<file path="src/rtl/clock_disp_pkg.sv">
// rtl/clock_disp_pkg.sv - glyphs, digit codes, slot indices and converter states for the clock display
package clock_disp_pkg;

    // {g,f,e,d,c,b,a}, active-low
    localparam logic [6:0] SEG_0     = 7'h40;
    localparam logic [6:0] SEG_1     = 7'h79;
    localparam logic [6:0] SEG_2     = 7'h24;
    localparam logic [6:0] SEG_3     = 7'h30;
    localparam logic [6:0] SEG_4     = 7'h19;
    localparam logic [6:0] SEG_5     = 7'h12;
    localparam logic [6:0] SEG_6     = 7'h02;
    localparam logic [6:0] SEG_7     = 7'h78;
    localparam logic [6:0] SEG_8     = 7'h00;
    localparam logic [6:0] SEG_9     = 7'h10;
    localparam logic [6:0] SEG_BLANK = 7'h7F;
    localparam logic [6:0] SEG_DASH  = 7'h3F;

    localparam logic [3:0] CODE_BLANK = 4'd10;
    localparam logic [3:0] CODE_DASH  = 4'd11;

    localparam logic [1:0] HI_TENS = 2'd3;
    localparam logic [1:0] HI_ONES = 2'd2;
    localparam logic [1:0] LO_TENS = 2'd1;
    localparam logic [1:0] LO_ONES = 2'd0;

    typedef enum logic [1:0] {
        IDLE,
        CONV_HI,
        CONV_LO,
        COMMIT
    } conv_state_t;

    function automatic logic [6:0] glyph(input logic [3:0] code);
        case (code)
            4'd0:      return SEG_0;
            4'd1:      return SEG_1;
            4'd2:      return SEG_2;
            4'd3:      return SEG_3;
            4'd4:      return SEG_4;
            4'd5:      return SEG_5;
            4'd6:      return SEG_6;
            4'd7:      return SEG_7;
            4'd8:      return SEG_8;
            4'd9:      return SEG_9;
            CODE_DASH: return SEG_DASH;
            default:   return SEG_BLANK;
        endcase
    endfunction

endpackage

</file>
<file path="src/rtl/clock_seg_display_bin2bcd.sv">
// rtl/clock_seg_display_bin2bcd.sv - sequential 6-bit binary to two-digit BCD by repeated subtract-10
module bin2bcd_seq (
    input  logic       clk,
    input  logic       reset,
    input  logic       start,
    input  logic [5:0] bin,
    output logic       busy,
    output logic       done,
    output logic [3:0] tens,
    output logic [3:0] ones
);

    logic [5:0] val;

    // The load cycle already performs the first subtraction, so 59 finishes in five steps.
    always_ff @(posedge clk) begin
        if (reset) begin
            val  <= 6'd0;
            tens <= 4'd0;
            busy <= 1'b0;
        end else if (start && !busy) begin
            val  <= (bin >= 6'd10) ? bin - 6'd10 : bin;
            tens <= (bin >= 6'd10) ? 4'd1 : 4'd0;
            busy <= 1'b1;
        end else if (busy) begin
            if (val >= 6'd10) begin
                val  <= val - 6'd10;
                tens <= tens + 4'd1;
            end else begin
                busy <= 1'b0;
            end
        end
    end

    assign done = busy && (val < 6'd10);
    assign ones = val[3:0];

endmodule

</file>
<file path="src/rtl/clock_seg_display.sv">
// rtl/clock_seg_display.sv - frame-snapshotted time bus to 4-digit multiplexed common-anode display
module clock_seg_display #(
    parameter int REFRESH_DIV = 100000,
    parameter bit LZ_BLANK    = 1'b1
) (
    input  logic       clk,
    input  logic       reset,
    input  logic [5:0] seconds,
    input  logic [5:0] minutes,
    input  logic [4:0] hours,
    input  logic       mode,
    input  logic       show_seconds,
    output logic [3:0] an,
    output logic [6:0] seg,
    output logic       dp_n,
    output logic       pm,
    output logic       range_err
);
    import clock_disp_pkg::*;

    localparam int CNT_W = $clog2(REFRESH_DIV);

    if (REFRESH_DIV < 16) begin : g_bad_div
        $error("REFRESH_DIV must be at least 16");
    end

    logic [CNT_W-1:0] pre_cnt;
    logic [1:0]       idx;
    logic             slot_tick, frame_tick;

    assign slot_tick  = (pre_cnt == CNT_W'(REFRESH_DIV - 1));
    assign frame_tick = slot_tick && (idx == 2'd3);

    always_ff @(posedge clk) begin
        if (reset) begin
            pre_cnt <= '0;
            idx     <= 2'd0;
        end else begin
            pre_cnt <= slot_tick ? '0 : pre_cnt + CNT_W'(1);
            if (slot_tick) idx <= idx + 2'd1;
        end
    end

    conv_state_t     state;
    logic [5:0]      s_sec, s_min;
    logic [4:0]      s_hr;
    logic            s_mode, s_ss;
    logic            hr_bad, min_bad, sec_bad, hi_bad, lo_bad;
    logic [4:0]      hr_disp;
    logic [5:0]      hi_val, lo_val;

    always_comb begin
        hr_bad  = s_hr > 5'd23;
        min_bad = s_min > 6'd59;
        sec_bad = s_sec > 6'd59;
        hr_disp = s_hr;
        if (s_mode) begin
            if (s_hr == 5'd0)       hr_disp = 5'd12;
            else if (s_hr > 5'd12)  hr_disp = s_hr - 5'd12;
        end
        hi_val = s_ss ? s_min : {1'b0, hr_disp};
        lo_val = s_ss ? s_sec : s_min;
        hi_bad = s_ss ? min_bad : hr_bad;
        lo_bad = s_ss ? sec_bad : min_bad;
    end

    logic       conv_start, conv_busy, conv_done;
    logic [3:0] conv_tens, conv_ones;

    assign conv_start = ((state == CONV_HI) || (state == CONV_LO)) && !conv_busy;

    bin2bcd_seq u_bcd (
        .clk   (clk),
        .reset (reset),
        .start (conv_start),
        .bin   ((state == CONV_LO) ? lo_val : hi_val),
        .busy  (conv_busy),
        .done  (conv_done),
        .tens  (conv_tens),
        .ones  (conv_ones)
    );

    logic [3:0]      hi_tens, hi_ones, lo_tens, lo_ones;
    logic [3:0][3:0] digits;
    logic            colon_on, shown, lz;

    assign lz = LZ_BLANK && s_mode && !s_ss && (hi_tens == 4'd0);

    always_ff @(posedge clk) begin
        if (reset) begin
            state     <= IDLE;
            s_sec     <= 6'd0;
            s_min     <= 6'd0;
            s_hr      <= 5'd0;
            s_mode    <= 1'b0;
            s_ss      <= 1'b0;
            hi_tens   <= 4'd0;
            hi_ones   <= 4'd0;
            lo_tens   <= 4'd0;
            lo_ones   <= 4'd0;
            digits    <= {4{CODE_BLANK}};
            colon_on  <= 1'b0;
            shown     <= 1'b0;
            pm        <= 1'b0;
            range_err <= 1'b0;
        end else begin
            case (state)
                IDLE: if (frame_tick) begin
                    s_sec  <= seconds;
                    s_min  <= minutes;
                    s_hr   <= hours;
                    s_mode <= mode;
                    s_ss   <= show_seconds;
                    state  <= CONV_HI;
                end
                CONV_HI: if (conv_done) begin
                    hi_tens <= conv_tens;
                    hi_ones <= conv_ones;
                    state   <= CONV_LO;
                end
                CONV_LO: if (conv_done) begin
                    lo_tens <= conv_tens;
                    lo_ones <= conv_ones;
                    state   <= COMMIT;
                end
                COMMIT: begin
                    // Everything visible changes on this one edge so a frame never mixes two snapshots.
                    digits[HI_TENS] <= hi_bad ? CODE_DASH : (lz ? CODE_BLANK : hi_tens);
                    digits[HI_ONES] <= hi_bad ? CODE_DASH : hi_ones;
                    digits[LO_TENS] <= lo_bad ? CODE_DASH : lo_tens;
                    digits[LO_ONES] <= lo_bad ? CODE_DASH : lo_ones;
                    pm        <= s_mode && !hr_bad && (s_hr >= 5'd12);
                    range_err <= hr_bad || min_bad || sec_bad;
                    colon_on  <= s_ss || !s_sec[0];
                    shown     <= 1'b1;
                    state     <= IDLE;
                end
                default: state <= IDLE;
            endcase
        end
    end

    always_ff @(posedge clk) begin
        if (reset || !shown) begin
            an   <= 4'hF;
            seg  <= SEG_BLANK;
            dp_n <= 1'b1;
        end else begin
            an   <= ~(4'b0001 << idx);
            seg  <= glyph(digits[idx]);
            dp_n <= !((idx == HI_ONES) && colon_on);
        end
    end

endmodule
</file>
<file path="config.mk">
export PLATFORM = sky130hd
export DESIGN_NAME = clock_seg_display
export DESIGN_NICKNAME = d
export VERILOG_FILES = /design/src/rtl/clock_disp_pkg.sv /design/src/rtl/clock_seg_display_bin2bcd.sv /design/src/rtl/clock_seg_display.sv
export SDC_FILE = /design/constraint.sdc
export NUM_CORES = 1
export LEC_CHECK = 0
export ABC_AREA = 1
export CELL_PAD_IN_SITES_DETAIL_PLACEMENT = 0
export CELL_PAD_IN_SITES_GLOBAL_PLACEMENT = 1
export CORE_UTILIZATION = 46
export DETAILED_ROUTE_END_ITERATION = 8
export GPL_ROUTABILITY_DRIVEN = 1
export GPL_TIMING_DRIVEN = 0
export HOLD_SLACK_MARGIN = 0.12
export PLACE_DENSITY = 0.91
export SYNTH_ARGS = -nofsm -noshare
export SYNTH_HDL_FRONTEND = slang
export SYNTH_HIERARCHICAL = 1
export SYNTH_SLANG_ARGS = --single-unit
</file>
<file path="constraint.sdc">
create_clock -name clk -period 5.25 [get_ports clk]
set_input_delay 1.3125 -clock clk [delete_from_list [all_inputs] [get_ports clk]]
set_output_delay 1.3125 -clock clk [all_outputs]
set_load 0.05 [all_outputs]
</file>
* Yosys cells after proc, flatten, opt, wreduce, memory -nomap -nowiden
Memory sizes are Yosys's and may differ from the RTL's. A register that Yosys moved wholly into a read port is not among the register bits.
Index checks and enable logic that the tools add are counted.
** Cells by class
- Add/sub/neg operators :: 6
- Multiply operators :: 0
- Divide/modulo/power cells :: 0
- Order comparisons :: 9
- Eq/ne operators :: 9
- Shifts and indexed selects :: 1
- Muxes and demuxes :: 30
- Bitwise operators :: 1
- Reductions and logical operators :: 31
** Operators with widths (number)
- $mux 6 :: 7
- $mux 4 :: 9
- $add 17x1->17 const B :: 1
- $eq 17x17->1 const B :: 1
- $mux 5 :: 3
- $ge 6x4->1 const B :: 2
- $gt 6x6->1 const B :: 2
- $sub 6x4->6 const B :: 2
- $logic_and 1x1->1 :: 9
- $bmux 4 s2 :: 1
- $eq 2x2->1 const B :: 4
- $pmux 2 s4 :: 1
- $reduce_and 2->1 :: 4
- $logic_not 1->1 :: 6
- $lt 6x4->1 const B :: 1
- $mux 1 :: 6
- $mux 2 :: 3
- $ne 2x2->1 const B :: 3
- $ge 5x4->1 const B :: 1
- $gt 5x4->1 const B :: 1
- $gt 5x5->1 const B :: 1
- $logic_not 5->1 :: 1
- $logic_or 1x1->1 :: 5
- $sub 5x4->5 const B :: 1
- other kinds (11) :: 12
** Word-level totals
- Register bits after elaboration :: 92
- Bits in latches :: 0
- RAM bits :: 0
- ROM bits :: 112
- Bits of input ports :: 21
- Output and inout bits :: 14
- Word-level logic and storage cells :: 113
- Memories :: 1
** Memories
- (no name shown) :: depth 16, bits a word 7, rd ports 1, clocked after Yosys merged registers in 1, write ports 0, line clock_disp_pkg.sv:34 : case (code)

* Logic depth before layout (Yosys ltp)
Gate-level depths: netlist (run 1).
- Depth in word-level cells :: 9
- Mapped depth :: 18
- Depth with buffers taken out :: 18

* By module
The synthesis (run 1) kept the hierarchy.
** By module, submodules not included
- clock_seg_display :: times used 1, cells each 574, area an instance 4050.1 µm², seq. area each 1761.7 µm²
- bin2bcd_seq :: times used 1, cells each 126, area an instance 795.8 µm², seq. area each 220.2 µm²

* Least setup slack after synthesis (run 1)
No wires, ideal clock.
- Kind :: register -> register
- From :: register state[0]
- To :: register u_bcd.val[5]
- Library setup time :: 113 ps
- Data arrival time :: 2130 ps
- Required time :: 5137 ps
- Slack :: 3007 ps
- Stages on the path, launching flop included :: 18
- Path buffers :: 1
- Clock period less this slack :: 2243 ps
- Cell sequence :: dfxtp_1 -> inv_1 -> ha_1 -> clkbuf_1 -> inv_1 -> o21ai_0 -> a21oi_1 -> a21oi_1 -> inv_1 -> ha_1 -> nor2_1 -> nor2_1 -> nand2_1 -> nand2_1 -> nand2_1 -> nand2_1 -> nor2_1 -> nor2_1
** Between the ends
- Cells in the longest elaborated chain, start to end :: 6
- Elaborated cells between the ends (all ways) :: 13
- Those cells by class :: add/sub (1); order compare (1); eq/ne (2); mux (3); reduce/logical (6)
** RTL lines
- start: declaration :: line clock_seg_display.sv:44 : conv_state_t state;
- start signal: assignment :: line clock_seg_display.sv:91 : state <= IDLE;
- start signal: assignment :: line clock_seg_display.sv:114 : state <= CONV_HI;
- start signal: assignment :: line clock_seg_display.sv:119 : state <= CONV_LO;
- branches (longest 6 deep; another with $sub 6x4->6)
- end signal: assignment :: line clock_seg_display_bin2bcd.sv:22 : val <= (bin >= 6'd10) ? bin - 6'd10 : bin;
- end signal: assignment :: line clock_seg_display_bin2bcd.sv:27 : val <= val - 6'd10;
- end: declaration :: line clock_seg_display_bin2bcd.sv:13 : logic [5:0] val;
Several ways; the timed one is not identified.
A chain may end at the register's enable or synchronous reset.

* Worst setup path after layout (run 1)
- From :: input port reset
- To :: register pre_cnt[10]
** Between the ends
- Cells in the longest elaborated chain, start to end :: 1
** RTL lines
- start: declaration :: line clock_seg_display.sv:7 : input logic reset,
- $reduce_or 2->1 (no line)
- end signal: assignment :: line clock_seg_display.sv:39 : pre_cnt <= slot_tick ? '0 : pre_cnt + CNT_W'(1);
- end: declaration :: line clock_seg_display.sv:27 : logic [CNT_W-1:0] pre_cnt;
No other way between the ends.

==> results of run 1 <==
how the worst min path moves through the flow:
stage | from | to | slack (ps) | cells past startpoint
after global routing | colon_on$_SDFFE_PP0N_ | dp_n$_SDFF_PP1_ | 480 | 1
after floorplan | colon_on$_SDFFE_PP0N_ | dp_n$_SDFF_PP1_ | 380 | 1
after CTS | colon_on$_SDFFE_PP0N_ | dp_n$_SDFF_PP1_ | 440 | 1
after detailed placement | colon_on$_SDFFE_PP0N_ | dp_n$_SDFF_PP1_ | 420 | 1
final | colon_on$_SDFFE_PP0N_ | dp_n$_SDFF_PP1_ | 430 | 1
after global placement | colon_on$_SDFFE_PP0N_ | dp_n$_SDFF_PP1_ | 420 | 1
registers in the layout (all words and copies together) (netlist names):
register	count
s_sec	6
s_ss	1
dp_n	1
u_bcd/busy	1
lo_tens	4
s_mode	1
u_bcd/tens	4
pm	1
pre_cnt	17
colon_on	1
state	2
s_min	6
seg	7
hi_ones	4
s_hr	5
an	4
u_bcd/val	6
shown	1
hi_tens	4
range_err	1
lo_ones	4
idx	2
digits	16
logic make-up after synthesis:
logic type / count (synthesis)
xor gates and xnor gates: 5
AOI/OAI and AO/OA: 113
adders and majority gates: 21
buffers and inverters: 104
and+or+nand+nor: 358
DFF: 99
placed cells by master, fill, tap and decap left out, types with 2 or more instances in the layout:
master / n
nand4_1: 5
o22ai_1: 4
nand2_1: 156
nor3_1: 6
inv_2: 6
dfxtp_1: 99
clkdlybuf4s50_1: 34
buf_2: 7
a31oi_1: 2
o211ai_1: 2
o21ai_1: 4
nand3_1: 52
nand2_4: 4
xor2_1: 5
nor3b_1: 2
ha_1: 21
clkbuf_8: 12
nand2_2: 2
or2_2: 7
a211oi_1: 2
buf_6: 3
a21oi_1: 43
o21ai_0: 51
inv_1: 71
buf_4: 5
clkbuf_1: 10
nor2_1: 119
cell type report:
type	instances	share of cell area
Buffer	25	0.0260
Clock buffer	12	0.0299
Inverter	79	0.0541
Clock inverter	1	0.00158
Multi-Input combinational cell	497	0.438
Timing Repair Buffer	34	0.0615
Sequential cell	99	0.358
Tap cell	136	0.0308
power groups by stage:
| stage | logic [mW] | clock network, mW | registers [mW] |
|---|---|---|---|
| floorplan | 0.0145 | 0 | 0.771 |
| global placement | 0.0355 | 0 | 0.771 |
| detailed placement | 0.0359 | 0 | 0.771 |
| CTS | 0.0361 | 0.469 | 0.753 |
| global route | 0.0402 | 0.499 | 0.754 |
| finish | 0.0359 | 0.453 | 0.753 |
routing by layer:
| layer | part of all wire | GRT usage |
|---|---|---|
| met5 | 0 | 0 |
| met1 | 0.46 | 0.243 |
| met2 | 0.48 | 0.363 |
| met4 | 0.021 | 0.0865 |
| met3 | 0.040 | 0.0530 |
==> results.md, run 1 <==
* CP max stage delay at 630 ps
* Status: complete, no violations
* Core Box Area at 10300 um2
* WS Path Type: in2reg
* Gr ovfl total at 0
* Non-filler instance count after layout at 883
* Peak supply drop at 148 uV
* Initial antenna violation count at 0
* CTS max path bufs at 2
* R2r startpoint: state[0]$_SDFFE_PP0P_
* Fill count at 1065
* Hold-fix buffer count after cts at 0
* Critical path endpoint: pre_cnt[10]$_SDFF_PP0_
* Vias in the first global route at 4121
* Hold Vio Cnt, Final at 0
* Cts bufs inserted at 9
* DRT antenna net count at 0
* Largest net degree at the start of global routing at 15
* Mux cell area share after synthesis at 0
* Post-synthesis sequential area ratio at 0.409
* Share of layout cells above drive strength 1 at 0.0696
* Simple-gate portion of the synthesized area at 0.313
* Post-synth top area share at 0.409
* R2R depth at 17
* DRT iter0 DRCs at 196
* Post-Synth Adder-Cell Area at 0.0542
* Post-Synthesis Cells at 700
* Mapped Area at 4850 um2
* Worst path buffer plus inverter count at 4
* TNS Setup at 0 ps
* CTS tree: yes
* Part of the power in registers at 0.607
* Net Switching at 266 uW
* Worst reg-to-reg setup slack at 2540 ps
* Relative slew slack at 0.650
* Cell count after placement at 870
* Final core utilization at 0.538
* Xor and xnor area share after synthesis at 0.00904
* CP Launch Type: input port
* Switching Fraction at 0.214
* Crit-path leading delay family: buffers and inverters
* Clk_skew at 11.3 ps
* Design area at 5530 um2
* Top cell type by total area after synthesis: dfxtp_1
* Port bufs at 34
* Clk sink count at 99
* Reg2reg end: u_bcd/val[5]$_SDFFE_PP0P_
* Critical-path maximum fanout at 10
* Detailed-route DRC error count at 0
* Final Wtd Congestion at 0.852
* Power Density at 225 nW/um2
* Total GRT Usage at 0.209
* Area Growth Syn to Fin at 14.1%
* Synth Flop Type: dfxtp_1
* Slack of the critical path at 2280 ps
* Worst-Skew Late Latency at 370 ps
* #FFs+latches synth at 99
* Complex-gate fraction of the synthesized area at 0.123
* Cell row count at 37
* Crit path depth at 6
* Reg clk slew, reported paths at 90 ps
* Die H at 105 um
* Lkg Pwr at 2.45 nW
* Die width at 105 um
* CP endpoint kind: flip-flop
* Largest family of logic cells by synthesized area: simple AND/OR/NAND/NOR gates
* Total Power at 1.24 mW
* Post-CTS sizing at 0
* H-Tree Level Count at 3
* HPWL after detailed placement at 8020 um
* Hold_ws at 433 ps
* Post-detailed-route wirelength per cell at 11.9 um
* Die area at 10900 um2
* Post-synth EDFFs at 0
* Root buffer cell: clkbuf_8
* Detailed Route WL at 10500 um
* P_int at 975 uW
* CP dominant cell by count: buf_2
* Hold Path Class: reg2reg
* Most common cell in the netlist: nand2_1
* Placed Area at 5360 um2
* Logic pwr share at 0.029
* Setup WS pre-CTS at 1870 ps
* Distinct cells, synth at 37
* Via count at 4349
* Peak Freq at 0.336 GHz
* First-pass GRT wire length at 18400 um
* Clk pwr share at 0.365
* Crit path time final at 2970 ps
* Final critical-path share of the clock period at 0.566
* Crit path from: reset
* Critical path cell sequence: clkdlybuf4s50_1 > buf_2 > clkinv_1 > nand2_1 > buf_2 > a21oi_1
* Post-synth ARST share at 0
* # diodes at 0
* Mean Syn Cell Area at 6.92 um2
* Top area cells in the synthesized netlist: dfxtp_1 (41%), nand2_1 (12%), nor2_1 (9.2%)
* Arrival @ worst endpoint at 3240 ps
* CP max stage cell: clkdlybuf4s50_1
* Initial DRT Pass Iterations at 5
* Vias per Instance at 4.93
* Synth cell count leaders: nand2_1 (156), nor2_1 (119), dfxtp_1 (99)
* # nets final at 787
* Slew @ Worst Pin at 524 ps
* RSZ-0062 raised after global routing: false
* Final Max Tran Viols at 0
* Syn_nets at 742
* Multi-input logic area at 2420 um2
* Register area at 1980 um2
* Yosys warnings at 6
* Worst Path Required at 5510 ps
* Post-CTS Setup Bufs at 0
* IO Pins at 35
* Setup Viol. Count Final at 0
* Initial Util at 0.472
* Max-Cap Viols at 0
(Power assumes the default switching activity.)
==> run 2: changes to the inputs <==
Settings changed: CORE_UTILIZATION 46 to 42, PLACE_DENSITY 0.91 to 0.85.
Clock period 5.25 ns to 2.79 ns, I/O delays scaled along.
==> results.md, run 2 (same netlist as run 1, synthesis figures left out) <==
* Lkg Pwr at 2.53 nW
* Commonest non-fill, non-tap cell in the layout: nand2_1
* Crit path time final at 2460 ps
* Post-detailed-route wirelength per cell at 12.2 um
* CTS max path bufs at 2
* Peak Freq at 0.406 GHz
* Die width at 109 um
* IO Pins at 35
* Worst Path Required at 3040 ps
* First-pass GRT wire length at 18400 um
* Gr ovfl total at 0
* Largest net degree at the start of global routing at 17
* Reg clk slew, reported paths at 70 ps
* Non-filler instance count after layout at 889
* Port bufs at 34
* Via count at 4326
* Detailed Route WL at 10800 um
* Die H at 109 um
* Initial Util at 0.439
* Status: complete, no violations
* CTS tree: yes
* Vias in the first global route at 4000
* Die area at 12000 um2
* Final Max Tran Viols at 0
* Final core utilization at 0.519
* Setup Viol. Count Final at 0
* Cell count after placement at 874
* H-Tree Level Count at 3
* Core Box Area at 11000 um2
* WS Path Type: reg2reg
* CP endpoint kind: flip-flop
* Largest register FFs at 17
* # nets final at 786
* Top Registers: pre_cnt x17, digits x16, seg x7
* Peak supply drop at 341 uV
* Final Wtd Congestion at 0.872
* Cell row count at 38
* Vias per Instance at 4.87
* Final critical-path share of the clock period at 0.883
* Detailed-route DRC error count at 0
* Initial antenna violation count at 0
* Top Layer Used: met4
* Biggest register: pre_cnt
* RSZ-0062 raised after global routing: false
* CP Launch Type: flip-flop
* Arrival @ worst endpoint at 2710 ps
* HPWL after detailed placement at 8160 um
* Hold Vio Cnt, Final at 0
* # diodes at 0
* Area Growth Syn to Fin at 18.2%
* Relative slew slack at 0.635
* Met2 WL post-DR at 5150 um
* Critical-path maximum fanout at 10
* Initial DRT Pass Iterations at 4
* Share of layout cells above drive strength 1 at 0.0748
* Met3 wire len at 331 um
* Max-Cap Viols at 0
* Hold Path Class: reg2reg
* Total Power at 3.01 mW
* Clk_skew at 7.09 ps
* Post-CTS Setup Bufs at 0
* Cts bufs inserted at 9
* Root buffer cell: clkbuf_16
* Total GRT Usage at 0.198
* DRT iter0 DRCs at 172
* DRT antenna net count at 0
* Slew @ Worst Pin at 547 ps
* Worst-Skew Late Latency at 350 ps
* Power Density at 526 nW/um2
* Most frequent cells in the layout: nand2_1 (156), nor2_1 (119), dfxtp_1 (99), inv_1 (71), nand3_1 (52)
* Met1 WL at 5180 um
* Clk sink count at 99
-- run 2: changes by cell type in the layout (fill, tap and decap cells not counted) --
cell        previous run  this run
bufinv_16              0         4
clkinvlp_4             0         1
ha_2                   0         1
clkbuf_16              0         9
clkbuf_2               0         1
clkbuf_8              12         0
ha_1                  21        20
clkbuf_1              10         9
-- run 2: critical path: stages (launching register included) --
cell	delay, ps
dfxtp_1	340
inv_1	110
ha_2	300
inv_1	170
o21ai_0	120
a21oi_1	60
a21oi_1	290
inv_1	130
ha_1	240
nor2_1	180
nor2_1	60
nand2_1	70
nand2_1	50
nand2_1	60
nand2_1	50
nor2_1	70
nor2_1	50
-- run 2: routing by layer --
layer | global-route usage | vias up
li1 | - | 2318
met1 | 0.250 | 1929
met2 | 0.344 | 67
met3 | 0.0267 | 12
met4 | 0.0733 | 0
met5 | 0 | -
-- run 2: stage by stage --
| step | area (um2) | hold slack (ps) | setup TNS, ps | setup slack (ps) |
|---|---|---|---|---|
| after floorplan | 4850 | 379 | 0 | 547 |
| after global placement | 5360 | 418 | 0 | 13.0 |
| after detailed placement | 5360 | 422 | -46.0 | -17.8 |
| after CTS | 5730 | 439 | 0 | 38.7 |
| after global routing | 5730 | 437 | 0 | 18.8 |
| final | 5730 | 436 | 0 | 326 |
-- run 2: worst paths after layout --
check | slack [ps] | from | cells past startpoint | endpoint
worst max register to register | 330 | state[0]$_SDFFE_PP0P_ | 16 | u_bcd/val[5]$_SDFFE_PP0P_
worst min register to register | 440 | colon_on$_SDFFE_PP0N_ | 1 | dp_n$_SDFF_PP1_
worst max-delay path | 330 | state[0]$_SDFFE_PP0P_ | 16 | u_bcd/val[5]$_SDFFE_PP0P_
worst min-delay path | 440 | colon_on$_SDFFE_PP0N_ | 1 | dp_n$_SDFF_PP1_
-- run 2: timing repair --
item | 4_1_cts | 5_1_grt
resized for setup | 0 | 3
endpoints found under the setup margin | 0 | 3
hold buffers | 0 | 0
-- run 2: final cells by class --
type | count | area, um2
Buffer | 24 | 141
Clock buffer | 10 | 229
Clock inverter | 6 | 136
Fill cell | 1124 | 5300
Inverter | 79 | 299
Multi-Input combinational cell | 497 | 2420
Sequential cell | 99 | 1980
Tap cell | 140 | 175
Timing Repair Buffer | 34 | 340
-- run 2: power breakdown --
group          internal [mW]  leakage [nW]  total (mW)  switching (mW)
Clock                  0.971         0.173        1.52           0.554
Combinational         0.0341          1.56      0.0676          0.0335
Sequential              1.42         0.798        1.42         0.00221
Total                   2.42          2.53        3.01           0.589
==> run 3: changes to the inputs <==
Settings changed: CORE_UTILIZATION 42 to 46, PLACE_DENSITY 0.85 to 0.91.
Clock period 2.79 ns to 2.9 ns, I/O delays scaled along.
==> results.md, run 3 (same netlist as run 1, synthesis figures left out) <==
* # nets final at 786
* Status: complete, no violations
* Core Box Area at 10300 um2
* DRT antenna net count at 0
* CP endpoint kind: flip-flop
* Crit path depth at 16
* Die area at 10900 um2
* Initial DRT Pass Iterations at 5
* Placed Area at 5360 um2
* Critical path cell sequence: inv_1 > ha_1 > inv_1 > o21ai_0 > a21oi_1 > a21oi_1 > inv_1 > ha_1 > nor2_1 > nor2_1 > nand2_1 > nand2_1 > nand2_1 > nand2_1 > nor2_1 > nor2_1
* Worst path buffer plus inverter count at 3
* WS Path Type: reg2reg
* Design area at 5530 um2
* Reg2reg end: u_bcd/val[5]$_SDFFE_PP0P_
* CP Launch Type: flip-flop
* Crit path from: state[0]$_SDFFE_PP0P_
* Peak Freq at 0.391 GHz
* Top Registers: pre_cnt x17, digits x16, seg x7
* Post-detailed-route wirelength per cell at 11.8 um
* Non-filler instance count after layout at 882
* Biggest register: pre_cnt
* Most frequent cells in the layout: nand2_1 (156), nor2_1 (119), dfxtp_1 (99), inv_1 (71), nand3_1 (52)
* Final Wtd Congestion at 0.852
* Relative slew slack at 0.649
* Clk_skew at 10.9 ps
* Hold_ws at 437 ps
* Slew @ Worst Pin at 526 ps
* Peak supply drop at 267 uV
* Cts bufs inserted at 9
* WHS Path Cells at 1
* Reg clk slew, reported paths at 90 ps
* CP max stage delay at 360 ps
* HPWL after detailed placement at 8020 um
* Largest net degree at the start of global routing at 15
* Hold-fix buffer count after cts at 0
* Die width at 105 um
* P_int at 1.77 mW
* First-pass GRT wire length at 18400 um
* Vias per Instance at 4.94
* Final core utilization at 0.538
* Power Density at 407 nW/um2
* Critical-path maximum fanout at 10
* Total GRT Usage at 0.209
* Worst Path Required at 3180 ps
* Slack of the critical path at 340 ps
* H-Tree Level Count at 3
* Endpoint, Worst Hold: dp_n$_SDFF_PP1_
* Port bufs at 34
* Area Growth Syn to Fin at 14.0%
* Clk pwr share at 0.365
* Lkg Pwr at 2.45 nW
* DRT iter0 DRCs at 179
* Logic pwr share at 0.029
* Clk sink count at 99
* Total Power at 2.25 mW
* Max-Cap Viols at 0
* Arrival @ worst endpoint at 2840 ps
* Final critical-path share of the clock period at 0.883
* Final Max Tran Viols at 0
* Die H at 105 um
* Worst-Skew Late Latency at 370 ps
* Largest register FFs at 17
* Vias in the first global route at 4121
* Via count at 4357
* Initial Util at 0.472
* # diodes at 0
* Cell row count at 37
* Detailed-route DRC error count at 0
* RSZ-0062 raised after global routing: false
* Part of the power in registers at 0.607
* Worst reg-to-reg setup slack at 340 ps
* Detailed Route WL at 10500 um
* R2R depth at 16
* CTS max path bufs at 2
* TNS Setup at 0 ps
* Share of layout cells above drive strength 1 at 0.0697
* IO Pins at 35
* Hold Startpoint: colon_on$_SDFFE_PP0N_
* CP max stage cell: ha_1
* Crit-path leading delay family: adder cells
* Root buffer cell: clkbuf_8
* Gr ovfl total at 0
* Hold Path Class: reg2reg
* Cell count after placement at 870
* Initial antenna violation count at 0
* Switching Fraction at 0.214
* Setup Viol. Count Final at 0
* CTS tree: yes
* Net Switching at 482 uW
* Setup WS pre-CTS at 103 ps
* R2r startpoint: state[0]$_SDFFE_PP0P_
* Hold Vio Cnt, Final at 0
* Crit path time final at 2560 ps
* Commonest non-fill, non-tap cell in the layout: nand2_1
[run 3: power by group through the flow]
stage	registers, mW	clock network, mW	logic, mW
2_1_floorplan	1.40	0	0.0262
3_3_place_gp	1.40	0	0.0642
4_1_cts	1.36	0.849	0.0654
3_5_place_dp	1.40	0	0.0650
6_report	1.36	0.820	0.0647
5_1_grt	1.36	0.903	0.0728
[run 3: how the worst max path moves through the flow]
stage                                      to  slack [ps]
floorplan           u_bcd/val[5]$_SDFFE_PP0P_         660
global placement        pre_cnt[6]$_SDFF_PP0_         110
detailed placement     pre_cnt[10]$_SDFF_PP0_         100
CTS                 u_bcd/val[5]$_SDFFE_PP0P_         190
global route        u_bcd/val[5]$_SDFFE_PP0P_          50
finish              u_bcd/val[5]$_SDFFE_PP0P_         340
[run 3: worst reg2reg max path: cells and delay by family (launching register included)]
kind / cells / cell delay (ps)
adder cells (fa/ha/maj): 2 / 600
AND/OR/NAND/NOR: 8 / 580
AO/OA/AOI/OAI: 3 / 500
buffers and inverters: 3 / 460
flip-flops: 1 / 350
[run 3: what timing repair did]
item / in CTS / in global routing
setup endpoints to repair: 0 / 2
setup buffers: 0 / 0
resized for setup: 0 / 0
[run 3: final cells by class]
class / instances / area, um2
plain buffers: 24 / 140
clock buffers: 12 / 165
clock inverters: 1 / 8.76
fillers: 1066 / 4750
inverters: 79 / 299
multi-input cells: 497 / 2420
flip-flops and latches: 99 / 1980
well taps: 136 / 170
repair buffers: 34 / 340
[run 3: per-layer routing]
metal | vias to the layer above | wire length, um | global-route usage
li1 | 2312 | - | -
met5 | - | 0 | 0
met2 | 77 | 4990 | 0.363
met4 | 0 | 225 | 0.0865
met3 | 20 | 372 | 0.0530
met1 | 1948 | 4860 | 0.243
